## src/rtl/result_trace_uart_tx_pkg.sv

```systemverilog
// Shared types and constants for the result-trace UART transmitter.
// Holds the UART state encoding, the word/byte geometry and a byte-select helper.
package result_trace_uart_tx_pkg;

    localparam int WORD_W         = 32;
    localparam int BYTES_PER_WORD = 4;
    localparam int BITS_PER_BYTE  = 8;
    localparam int BYTE_IDX_W     = $clog2(BYTES_PER_WORD);
    localparam int BIT_IDX_W      = $clog2(BITS_PER_BYTE);

    typedef enum logic [1:0] {
        ST_IDLE  = 2'd0,
        ST_START = 2'd1,
        ST_DATA  = 2'd2,
        ST_STOP  = 2'd3
    } uart_state_e;

    // Byte 0 is the most significant byte so the trace reads MSB first on the wire.
    function automatic logic [BITS_PER_BYTE-1:0] word_byte(
        input logic [WORD_W-1:0]     word,
        input logic [BYTE_IDX_W-1:0] idx
    );
        logic [BITS_PER_BYTE-1:0] b;
        case (idx)
            2'd0:    b = word[31:24];
            2'd1:    b = word[23:16];
            2'd2:    b = word[15:8];
            default: b = word[7:0];
        endcase
        return b;
    endfunction

endpackage

```

## src/rtl/result_trace_uart_tx_fifo.sv

```systemverilog
// Synchronous first-word-fall-through FIFO buffering result words ahead of the UART.
// A push into a full FIFO is accepted only when a pop happens in the same cycle.
import result_trace_uart_tx_pkg::*;

module result_fifo #(
    parameter int DEPTH = 8,
    parameter int WIDTH = 32
) (
    input  logic                       i_clk,
    input  logic                       i_reset,
    input  logic                       i_push,
    input  logic                       i_pop,
    input  logic [WIDTH-1:0]           i_wdata,
    output logic [WIDTH-1:0]           o_rdata,
    output logic                       o_full,
    output logic                       o_empty,
    output logic [$clog2(DEPTH+1)-1:0] o_count
);

    localparam int PTR_W = $clog2(DEPTH);
    localparam int CNT_W = $clog2(DEPTH+1);

    logic [WIDTH-1:0] r_mem [DEPTH];
    logic [PTR_W-1:0] r_wr_ptr;
    logic [PTR_W-1:0] r_rd_ptr;
    logic [CNT_W-1:0] r_count;

    logic w_do_push;
    logic w_do_pop;

    assign o_full    = (r_count == CNT_W'(DEPTH));
    assign o_empty   = (r_count == '0);
    assign o_count   = r_count;
    assign o_rdata   = r_mem[r_rd_ptr];
    assign w_do_pop  = i_pop && !o_empty;
    assign w_do_push = i_push && (!o_full || w_do_pop);

    // NOTE: the storage array has no reset; only pointers and count define validity,
    // so clearing it would add reset fan-out and block RAM inference for nothing.
    always_ff @(posedge i_clk) begin
        if (w_do_push) begin
            r_mem[r_wr_ptr] <= i_wdata;
        end
    end

    // NOTE: sequential state uses non-blocking assignments so every register samples
    // pre-edge values regardless of statement order.
    always_ff @(posedge i_clk) begin
        if (i_reset) begin
            r_wr_ptr <= '0;
            r_rd_ptr <= '0;
            r_count  <= '0;
        end else begin
            if (w_do_push) begin
                r_wr_ptr <= r_wr_ptr + PTR_W'(1);
            end
            if (w_do_pop) begin
                r_rd_ptr <= r_rd_ptr + PTR_W'(1);
            end
            case ({w_do_push, w_do_pop})
                2'b10:   r_count <= r_count + CNT_W'(1);
                2'b01:   r_count <= r_count - CNT_W'(1);
                default: r_count <= r_count;
            endcase
        end
    end

endmodule

```

## src/rtl/result_trace_uart_tx.sv

```systemverilog
// Captures retiring memory-stage ALU results and streams them out as 8N1 UART bytes,
// four bytes per word, most significant byte first.
import result_trace_uart_tx_pkg::*;

module result_trace_uart_tx #(
    parameter int CLKS_PER_BIT = 16,
    parameter int FIFO_DEPTH   = 8
) (
    input  logic                            Clk,
    input  logic                            Reset,
    input  logic                            ResultValid,
    input  logic [31:0]                     AluResult_Memory,
    output logic                            TxD,
    output logic                            Busy,
    output logic                            Overflow,
    output logic [$clog2(FIFO_DEPTH+1)-1:0] FifoCount
);

    localparam int TMR_W = $clog2(CLKS_PER_BIT);
    localparam int CNT_W = $clog2(FIFO_DEPTH+1);
    localparam logic [TMR_W-1:0]      TMR_LAST  = TMR_W'(CLKS_PER_BIT-1);
    localparam logic [BIT_IDX_W-1:0]  BIT_LAST  = BIT_IDX_W'(BITS_PER_BYTE-1);
    localparam logic [BYTE_IDX_W-1:0] BYTE_LAST = BYTE_IDX_W'(BYTES_PER_WORD-1);

    uart_state_e            r_state;
    logic [TMR_W-1:0]       r_tmr;
    logic [BIT_IDX_W-1:0]   r_bit_idx;
    logic [BYTE_IDX_W-1:0]  r_byte_idx;
    logic [WORD_W-1:0]      r_shift;
    logic                   r_txd;
    logic                   r_overflow;

    logic                     w_fifo_full;
    logic                     w_fifo_empty;
    logic [WORD_W-1:0]        w_fifo_rdata;
    logic [CNT_W-1:0]         w_fifo_count;
    logic                     w_pop;
    logic                     w_tmr_done;
    logic [BITS_PER_BYTE-1:0] w_cur_byte;

    assign w_pop      = (r_state == ST_IDLE) && !w_fifo_empty;
    assign w_tmr_done = (r_tmr == TMR_LAST);
    assign w_cur_byte = word_byte(r_shift, r_byte_idx);

    result_fifo #(
        .DEPTH (FIFO_DEPTH),
        .WIDTH (WORD_W)
    ) u_fifo (
        .i_clk   (Clk),
        .i_reset (Reset),
        .i_push  (ResultValid),
        .i_pop   (w_pop),
        .i_wdata (AluResult_Memory),
        .o_rdata (w_fifo_rdata),
        .o_full  (w_fifo_full),
        .o_empty (w_fifo_empty),
        .o_count (w_fifo_count)
    );

    // The timer restarts at every state boundary so each bit lasts exactly CLKS_PER_BIT cycles.
    always_ff @(posedge Clk) begin
        if (Reset) begin
            r_state    <= ST_IDLE;
            r_tmr      <= '0;
            r_bit_idx  <= '0;
            r_byte_idx <= '0;
            r_shift    <= '0;
        end else begin
            case (r_state)
                ST_IDLE: begin
                    r_tmr <= '0;
                    if (w_pop) begin
                        r_shift    <= w_fifo_rdata;
                        r_byte_idx <= '0;
                        r_state    <= ST_START;
                    end
                end
                ST_START: begin
                    if (w_tmr_done) begin
                        r_tmr     <= '0;
                        r_bit_idx <= '0;
                        r_state   <= ST_DATA;
                    end else begin
                        r_tmr <= r_tmr + TMR_W'(1);
                    end
                end
                ST_DATA: begin
                    if (w_tmr_done) begin
                        r_tmr <= '0;
                        if (r_bit_idx == BIT_LAST) begin
                            r_state <= ST_STOP;
                        end else begin
                            r_bit_idx <= r_bit_idx + BIT_IDX_W'(1);
                        end
                    end else begin
                        r_tmr <= r_tmr + TMR_W'(1);
                    end
                end
                default: begin
                    if (w_tmr_done) begin
                        r_tmr <= '0;
                        if (r_byte_idx == BYTE_LAST) begin
                            r_state <= ST_IDLE;
                        end else begin
                            r_byte_idx <= r_byte_idx + BYTE_IDX_W'(1);
                            r_state    <= ST_START;
                        end
                    end else begin
                        r_tmr <= r_tmr + TMR_W'(1);
                    end
                end
            endcase
        end
    end

    // TxD is registered from the current state, so the line lags the FSM by one cycle.
    always_ff @(posedge Clk) begin
        if (Reset) begin
            r_txd <= 1'b1;
        end else begin
            case (r_state)
                ST_START: r_txd <= 1'b0;
                ST_DATA:  r_txd <= w_cur_byte[r_bit_idx];
                default:  r_txd <= 1'b1;
            endcase
        end
    end

    always_ff @(posedge Clk) begin
        if (Reset) begin
            r_overflow <= 1'b0;
        end else if (ResultValid && w_fifo_full && !w_pop) begin
            r_overflow <= 1'b1;
        end
    end

    assign TxD       = r_txd;
    assign Overflow  = r_overflow;
    assign FifoCount = w_fifo_count;
    assign Busy      = (r_state != ST_IDLE) || (w_fifo_count != '0);

endmodule
```

## config.mk

```make
export PLATFORM = sky130hd
export DESIGN_NAME = result_trace_uart_tx
export DESIGN_NICKNAME = d
export VERILOG_FILES = /design/src/rtl/result_trace_uart_tx_pkg.sv /design/src/rtl/result_trace_uart_tx_fifo.sv /design/src/rtl/result_trace_uart_tx.sv
export SDC_FILE = /design/constraint.sdc
export NUM_CORES = 1
export LEC_CHECK = 0
export BUFFER_PORTS_ARGS = -buffer_cell sky130_fd_sc_hd__buf_2
export CORE_ASPECT_RATIO = 0.7
export CORE_MARGIN = 2
export CORE_UTILIZATION = 66
export DETAILED_ROUTE_END_ITERATION = 7
export PLACE_DENSITY = 0.84
export SLEW_MARGIN = 5
export SYNTH_ARGS = -nofsm -noshare
export SYNTH_HDL_FRONTEND = slang
export SYNTH_SLANG_ARGS = --single-unit
```

## constraint.sdc

```tcl
create_clock -name Clk -period 8.95 [get_ports Clk]
set_clock_uncertainty 0.2 [all_clocks]
set_input_delay 1.79 -clock Clk [delete_from_list [all_inputs] [get_ports Clk]]
set_output_delay 1.79 -clock Clk [all_outputs]
set_load 0.03 [all_outputs]
```

Word level (Yosys, flattened, before mapping)

Memory sizes are Yosys's and may differ from the RTL's. A register that Yosys moved wholly into a read port is not among the register bits.
Cells that the tools add are included.

Add/sub/neg operators: 7
$lt $le $gt $ge: 1
Eq/ne operators: 16
Muxes and demuxes: 22
Bitwise operators: 1
Reductions and logical operators: 24

Operator list:

| operator                                                             | number |
|---|---|
| 8-bit one-hot mux with 3 select lines                                | 1 |
| 2-bit two-way mux                                                    | 8 |
| 2-bit inequality test, second input constant                         | 5 |
| 3-bit by 1-bit adder with 3-bit output, second input constant        | 3 |
| 3-bit two-way mux                                                    | 3 |
| 4-bit by 1-bit adder with 4-bit output, second input constant        | 2 |
| 2-bit == test, second input constant                                 | 4 |
| 4-bit == test, second input constant                                 | 2 |
| 4-bit one-hot mux with 2 select lines                                | 1 |
| 4-bit AND reduction                                                  | 2 |
| 2-bit nonzero test                                                   | 4 |
| 2-bit by 1-bit == test with 1-bit output, second input constant      | 3 |
| 2-bit one-hot mux with 3 select lines                                | 1 |
| 3-bit one-hot mux with 2 select lines                                | 1 |
| 1-bit logical AND                                                    | 5 |
| 5-bit AND reduction                                                  | 1 |
| 2-bit zero test                                                      | 2 |
| 4-bit zero test                                                      | 1 |
| 3-bit by 4-bit < comparator with 1-bit output, second input constant | 1 |
| 1-bit two-way mux                                                    | 4 |
| 2-bit one-hot mux with 2 select lines                                | 1 |
| 4-bit nonzero test                                                   | 1 |
| 4-bit by 1-bit subtractor with 4-bit output, second input constant   | 1 |
| 1-bit binary-select mux with 3-bit select                            | 1 |
| 10 further kinds                                                     | 13 |

Register bits after elaboration: 23
RAM bits: 256
Bits of input ports: 35
Output and inout port bits: 7
Word-level logic and storage cells: 81
Memories kept: 1

Memories:

| memory       | depth | bits a word | rd ports | clocked after Yosys merged registers in | wr ports | RTL line                        | RTL |
|---|---|---|---|---|---|---|---|
| u_fifo.r_mem | 8     | 32          | 1        | 1                                       | 1        | result_trace_uart_tx_fifo.sv:23 | `logic [WIDTH-1:0] r_mem [DEPTH];` |

Depth between registers and ports, before layout

Gate-level depths: netlist (run 1).

Depth after elaboration: 8
Mapped depth: 12
Gate-level depth less buffers: 12

Cells and area by module

A second synthesis (run 1) with hierarchy kept.

Cells, all modules: 711
Area, all modules: 12,602.1 um^2

Modules (own cells, without submodules):

| module               | times used | cells each | area each (um^2) | seq. area each (um^2) |
|---|---|---|---|---|
| result_fifo          | 1          | 453        | 10,510.1         | 7,947.6 |
| result_trace_uart_tx | 1          | 258        | 2,092.0          | 900.9 |

Worst setup path after synthesis (run 1)

No wires, ideal clock.

Path type: input to register
Start: input port ResultValid
End: memory u_fifo.r_mem[0][0], enable pin
Setup time: 0.461 ns
Data arrival time: 4.429 ns
Required time: 8.289 ns
Path slack: 3.860 ns
Cell stages on the path: 4
Path buffers: 0
Cells stage by stage: inv_1 a31oi_2 nand2b_1 nor3_1

Cells in the longest elaborated chain, start to end: 3

Ends and longest elaborated chain:

| element                                 | RTL line                        | RTL |
|---|---|---|
| start, declared                         | result_trace_uart_tx.sv:11      | `input logic ResultValid,` |
| 1-bit logical AND                       | result_trace_uart_tx_fifo.sv:36 | `assign w_do_push = i_push && (!o_full \|\| w_do_pop);` |
| 1-bit two-way mux                       | result_trace_uart_tx_fifo.sv:41 | `if (w_do_push) begin` |
| 1-bit two-way mux (not written as such) | result_trace_uart_tx_fifo.sv:42 | `r_mem[r_wr_ptr] <= i_wdata;` |
| end, declared                           | result_trace_uart_tx_fifo.sv:23 |  |

No other way between the ends.

Final worst setup path (run 1)

Start: register u_fifo.r_count[3] (netlist: u_fifo.o_count[3])
End: output port Busy

Cells in the longest elaborated chain, start to end: 2

Ends and longest elaborated chain:

| element                | RTL line                        | RTL |
|---|---|---|
| start, declared        | result_trace_uart_tx_fifo.sv:26 | `logic [CNT_W-1:0] r_count;` |
| start signal, assigned | result_trace_uart_tx_fifo.sv:61 | `2'b10: r_count <= r_count + CNT_W'(1);` |
| start signal, assigned | result_trace_uart_tx_fifo.sv:62 | `2'b01: r_count <= r_count - CNT_W'(1);` |
| start signal, assigned | result_trace_uart_tx_fifo.sv:63 | `default: r_count <= r_count;` |
| 4-bit nonzero test     | result_trace_uart_tx.sv:140     | `assign Busy = (r_state != ST_IDLE) \|\| (w_fifo_count != '0);` |
| 1-bit logical OR       | result_trace_uart_tx.sv:140     |  |
| end, declared          | result_trace_uart_tx.sv:14      | `output logic Busy,` |

No other way between the ends.

==> flow_summary_export.csv, run 1 <==
group,metric,value,unit
floorplanning,dieArea,19800,sq um
cells_and_area,diodes,0,
logic_synthesis,yosysWarnings,0,
worst_setup_path,worstPathArrival,1.67,ns
timing,rsz0062_at_grt,"false",
cts,postCtsSetupRepairBufs,0,
cts,cts.reportedPaths.clkPinSlew,0.07,ns
drt,vias_per_cell,6.47,
outcome,violations,"DRC",
logic_synthesis,synthFlopType,"edfxtp_1",
timing,drv_slew,0,
worst_setup_path,end_kind,"output port",
cts,ctsResizeCount,0,
global_routing,grtUsageTotal,24.0,%
power,p_leak,4.36,nW
drt,drc,3,
placed_design,dp_hpwl,13200,microns
logic_synthesis,synth_top_area_share,62.3,%
cells_and_area,drive_above_1_share,22.3,%
worst_setup_path,critical-path-max-stage-delay,0.40,ns
placed_design,dp_cells,907,
timing,holdWs,0.253,ns
cts,worstSkewPairLatency,0.55,ns
drt,post_drt_wl_per_cell,24.1,microns
floorplanning,floorplan.initialDensity,67.9,%
drt,antenna_left,0,
global_routing,grt_pass1_wl,36200,microns
cells_and_area,area_delta_synth_final,9.34,%
logic_synthesis,synth_area_leaders,"edfxtp_1 (62%), mux4_2 (9.7%), dfxtp_1 (8.9%)",
cts,cts-htree-levels,1,
timing,hold_viol,0,
logic_synthesis,synth_cell_types,49,
cts,tritoncts,"yes",
logic_synthesis,synth_edf_count,256,
placed_design,globalplace.congestion,0.852,
cells_and_area,final_cells,957,
placed_design,io_buffers,41,
timing,tns,0,ns
drt,via_count,6196,
run,max-cap-violations,0,
power,finalPower,0.00380,W
timing,fmax,273,MHz
worst_setup_path,cp_max_fo,6,
outcome,status,"complete, but fails checks",
cells_and_area,fin_nets,752,
floorplanning,die_h,118,microns
floorplanning,io_pins,42,
worst_setup_path,critical_path_class,"reg2out",
cts,root_buffer,"clkbuf_16",
timing,fin_crit,3.66,ns
timing,period_share,40.9,%
global_routing,grt_max_degree,70,
logic_synthesis,ys_seq_elements,311,
logic_synthesis,async_flop_share,0,%
cts,cts_max_path_buffers,3,
timing,setup_violations,0,
logic_synthesis,avgSynthCellArea,18.7,sq um
cts,cts_made_buffers,27,
worst_setup_path,critPathRequiredTime,6.96,ns
worst_setup_path,crit_chain,"nor4_4, nand2_1, buf_2",
drt,first_iter_violations,544,
logic_synthesis,synthTopCellsByCount,"edfxtp_1 (256), nor2_1 (58), dfxtp_1 (55)",
global_routing,antenna_found_initial,0,
global_routing,overflow,0,
drt,routed_wl,23000,microns
power,vdd_drop_max,0.000193,V
logic_synthesis,synth.cell_area,12300,sq um
floorplanning,rows,41,
timing,slew_headroom,15.0,%
logic_synthesis,syn_inst,661,
hold_path,min_path_type,"reg2reg",
cts,clock-sinks,311,
worst_setup_path,cp_slowest_cell,"dfxtp_1",
logic_synthesis,synth.most_common_cell,"edfxtp_1",
global_routing,grt_pass1_vias,6391,
cts,hold_buffers,0,
logic_synthesis,yosysSeqAreaShare,71.2,%
timing,worstMarginPinSlew,1.28,ns
power,power_per_cell_area,282,nW/um^2
worst_setup_path,crit_path_start_kind,"flop",
floorplanning,die_w,167,microns
logic_synthesis,syn_nets,713,
logic_synthesis,synth_top_cell_by_area,"edfxtp_1",
drt,first_pass_iters,7,
floorplanning,coreArea,18200,sq um
cell families (layout without fill, tap and decap cells):
kind of cell / count (synthesis) / after routing / share of synthesized area [%]
flip-flops: 311 / 311 / 71.2
multiplexers: 100 / 100 / 14.9
AND/OR/NAND/NOR: 100 / 100 / 3.76
AO/OA/AOI/OAI: 78 / 78 / 4.71
buffers and inverters: 47 / 107 / 3.06
adder cells (fa/ha/maj): 17 / 17 / 1.72
XOR/XNOR: 8 / 8 / 0.568
critical path, delay by kind of cell, from the launching register on:
family	cells	cell delay (ns)
AND/OR/NAND/NOR	2	0.54
flip-flops	1	0.40
buffers and inverters	1	0.20
cell type report:
class,instances,area [sq um]
Multi-Input combinational cell,303,3230
Fill cell,1029,4670
Inverter,9,33.8
Clock buffer,37,753
Timing Repair Buffer,48,258
Tap cell,236,295
Sequential cell,311,8790
Clock inverter,13,129
final timing paths:
| kind | startpoint | slack [ns] | end | cells after the start |
|---|---|---|---|---|
| worst max register to register | r_state[0]$_SDFFE_PP0P_ | 5.77 | u_fifo.o_count[3]$_SDFFE_PP0P_ | 11 |
| worst max-delay path | u_fifo.o_count[3]$_SDFFE_PP0P_ | 5.29 | Busy | 3 |
| worst min register to register | r_tmr[0]$_SDFF_PP0_ | 0.25 | r_tmr[0]$_SDFF_PP0_ | 1 |
| worst min-delay path | r_tmr[0]$_SDFF_PP0_ | 0.25 | r_tmr[0]$_SDFF_PP0_ | 1 |
power breakdown:
group	switching (W)	internal (W)	total, W	leakage (nW)
registers	0.000105	0.00167	0.00178	2.78
logic	0.000488	0.000385	0.000873	1.15
clock network	0.000497	0.000650	0.00115	0.427
placed cells by master, fill, tap and decap left out, drive strengths merged:
cell type,n
and2,1
a31oi,1
nor4bb,2
nor4b,2
and3,1
nor4,2
nor3,5
nand3,5
ha,17
a21oi,12
inv,10
mux4,64
bufinv,2
dfxtp,55
clkinvlp,3
o21ai,8
nor2,59
xnor2,2
xor2,6
o21a,2
o21ba,1
nand3b,1
nor2b,2
clkinv,7
nand2,15
o22ai,1
o2bb2ai,1
a211oi,37
edfxtp,256
o31ai,2
a22oi,2
clkbuf,37
a211o,3
or3,1
buf,48
a222oi,7
a41oi,1
nand2b,4
mux2i,36
registers in the layout, indices dropped and copies added (netlist names):
| register | count |
|---|---|
| r_tmr | 4 |
| r_state | 2 |
| r_shift | 32 |
| Overflow | 1 |
| u_fifo.r_mem | 256 |
| u_fifo.r_wr_ptr | 3 |
| u_fifo.r_rd_ptr | 3 |
| u_fifo.o_count | 4 |
| r_byte_idx | 2 |
| r_bit_idx | 3 |
| TxD | 1 |
metal layers:
layer,vias up,routed length [microns],track usage [%]
met5,-,0,0
met4,0,512,5.71
met3,39,1670,5.53
met1,3194,9960,35.7
met2,220,10900,37.2
li1,2743,-,-
metrics by stage:
stage | instance area (sq um) | utilization [%] | setup slack (ns)
floorplan | 12300 | - | 3.86
global placement | 12600 | 69.4 | 4.89
detailed placement | 12600 | 69.4 | 4.85
CTS | 13500 | 74.3 | 5.29
global route | 13500 | 74.3 | 5.19
finish | 13500 | 74.3 | 5.29
Note: power is estimated with default switching activity, not from simulation.
==> run 2: changes to the inputs <==
--- a/config.mk
+++ b/config.mk
@@ -8,9 +8,9 @@
 export BUFFER_PORTS_ARGS = -buffer_cell sky130_fd_sc_hd__buf_2
 export CORE_ASPECT_RATIO = 0.7
 export CORE_MARGIN = 2
-export CORE_UTILIZATION = 66
+export CORE_UTILIZATION = 61
 export DETAILED_ROUTE_END_ITERATION = 7
-export PLACE_DENSITY = 0.84
+export PLACE_DENSITY = 0.79
 export SLEW_MARGIN = 5
 export SYNTH_ARGS = -nofsm -noshare
 export SYNTH_HDL_FRONTEND = slang
==> constraint.sdc (replaced) <==
create_clock -name Clk -period 3.38 [get_ports Clk]
set_clock_uncertainty 0.2 [all_clocks]
set_input_delay 0.676 -clock Clk [delete_from_list [all_inputs] [get_ports Clk]]
set_output_delay 0.676 -clock Clk [all_outputs]
set_load 0.03 [all_outputs]
==> run 2 against run 1 <==
  * The flow now finishes without violations
  * Utilization is 4.5 points lower
  * Global-route usage is 0.10 points lower
  * Clock-buffer cell count is 2 lower
  * Sequential cell count stayed put
  * Sequential share of layout area is 1.6 points lower
  * Via count is 3.3% higher
  * Critical path depth is 4 higher
  * Setup slack worse by 4.8 ns
  * Final cell count is 5.5% higher
  * Critical endpoint is now u_fifo.r_mem[6][3]$_DFFE_PP_
==> flow_summary_export.csv, run 2 (synthesis gave the netlist of run 1 again) <==
group,metric,value,unit
outcome,status,"finished clean",
drt,routed_wl,24600,microns
cts,postCtsSetupRepairBufs,0,
worst_setup_path,end_kind,"flop",
worst_setup_path,critical_path_class,"reg2reg",
cts,tritoncts,"yes",
drt,drc,0,
power,power_per_cell_area,759,nW/um^2
timing,period_share,86.1,%
cts,ctsResizeCount,0,
timing,tns,0,ns
drt,first_iter_violations,716,
floorplanning,die_h,123,microns
cells_and_area,layout_commonest_cell,"edfxtp_1",
hold_path,min_path_type,"in2reg",
floorplanning,rows,43,
drt,first_pass_iters,5,
hold_path,min_path_cells,1,
worst_setup_path,crit_path_start_kind,"flop",
cells_and_area,diodes,0,
cts,cts_max_path_buffers,3,
timing,fmax,344,MHz
floorplanning,dieArea,21400,sq um
worst_setup_path,cp_max_fo,15,
power,vdd_drop_max,0.000631,V
timing,worstMarginPinSlew,0.905,ns
global_routing,grt_max_degree,64,
worst_setup_path,ff2ff_path_depth,7,
power,p_leak,4.50,nW
timing,fin_crit,2.91,ns
floorplanning,coreArea,19800,sq um
timing,setup_ws,0.469,ns
cells_and_area,area_delta_synth_final,12.0,%
drt,via_count,6403,
worst_setup_path,critPathRequiredTime,3.41,ns
worst_setup_path,worstPathArrival,2.94,ns
cts,cts_made_buffers,28,
cells_and_area,largest_register_ffs,256,
floorplanning,io_pins,42,
cells_and_area,drive_above_1_share,25.0,%
floorplanning,floorplan.initialDensity,62.3,%
timing,rsz0062_at_grt,"false",
placed_design,dp_slack,0.506,ns
cts,hold_buffers,0,
cts,cts.reportedPaths.clkPinSlew,0.06,ns
drt,post_drt_wl_per_cell,24.3,microns
global_routing,overflow,0,
cts,root_buffer,"clkbuf_16",
cts,worstSkewPairLatency,0.54,ns
global_routing,antenna_found_initial,0,
global_routing,use_met3,4.61,%
cts,cts-htree-levels,1,
placed_design,globalplace.congestion,0.844,
global_routing,grt_use_met1,35.1,%
floorplanning,die_w,174,microns
cells_and_area,final_cell_mix,"edfxtp_1 (256), mux4_2 (53), dfxtp_1 (52), nor2_1 (52), buf_2 (41)",
drt,vias_per_cell,6.34,
global_routing,grtUsageTotal,23.9,%
placed_design,io_buffers,41,
drt,antenna_left,0,
timing,slew_headroom,39.7,%
global_routing,grt_pass1_vias,6585,
cells_and_area,top_regs,"u_fifo.r_mem (256), r_shift (32)",
cells_and_area,fin_nets,770,
cts,clock-sinks,311,
timing,hold_viol,0,
global_routing,grt.busiest_layer,"met2",
cells_and_area,largest_register,"u_fifo.r_mem",
timing,setup_violations,0,
placed_design,dp_hpwl,14800,microns
run,max-cap-violations,0,
global_routing,grt_pass1_wl,38100,microns
timing,drv_slew,0,
global_routing,gr-usage-met2,38.5,%
run 2: cell count changes in the layout (fill, tap and decap cells not counted), sizes merged:
cell,before,now
inv,10,9
bufinv,2,5
buf,48,65
clkbuf,37,35
clkinvlp,3,5
run 2: stage by stage:
| stage | instance area (sq um) | total power (W) | util, % | hold slack, ns | std cells |
|---|---|---|---|---|---|
| after floorplan | 12300 | 0.00666 | - | 0.218 | 661 |
| after global placement | 12800 | 0.00705 | 64.7 | 0.225 | 958 |
| after detailed placement | 12800 | 0.00715 | 64.7 | 0.258 | 958 |
| after CTS | 13800 | 0.0105 | 69.8 | 0.208 | 1010 |
| after global routing | 13800 | 0.0109 | 69.8 | 0.225 | 1010 |
| final | 13800 | 0.0105 | 69.8 | 0.222 | 1010 |
run 2: path summary, 6_finish.rpt:
kind / start / endpoint / slack [ns]
worst max-delay path: r_state[1]$_SDFFE_PP0P_ / u_fifo.r_mem[6][3]$_DFFE_PP_ / 0.47
worst min-delay path: AluResult_Memory[31] / u_fifo.r_mem[3][31]$_DFFE_PP_ / 0.22
worst max register to register: r_state[1]$_SDFFE_PP0P_ / u_fifo.r_mem[6][3]$_DFFE_PP_ / 0.47
worst min register to register: r_tmr[0]$_SDFF_PP0_ / r_tmr[0]$_SDFF_PP0_ / 0.27
run 2: worst max-delay path, stage by stage (launching register included):
cell      delay [ns]
dfxtp_1         0.35
inv_1           0.09
ha_1            0.25
inv_2           0.11
a31oi_2         0.34
nand2b_1        0.34
nor2_4          0.59
buf_4           0.32
run 2: where the power goes:
group          switching (W)  internal [W]  total [W]
logic                0.00131       0.00106    0.00237
registers           0.000316       0.00443    0.00475
clock network        0.00135       0.00202    0.00337
total                0.00297       0.00751     0.0105
run 2: area by class of cell:
class                           count  area [sq um]
Clock buffer                       35           778
Clock inverter                     17           225
Fill cell                        1255          5980
Inverter                            9          33.8
Multi-Input combinational cell    303          3240
Sequential cell                   311          8790
Tap cell                          270           338
Timing Repair Buffer               65           410
run 2: layer usage:
metal	routed length, microns	vias up
met3	2060	39
met5	0	-
met4	473	0
li1	-	2781
met1	10600	3278
met2	11500	305
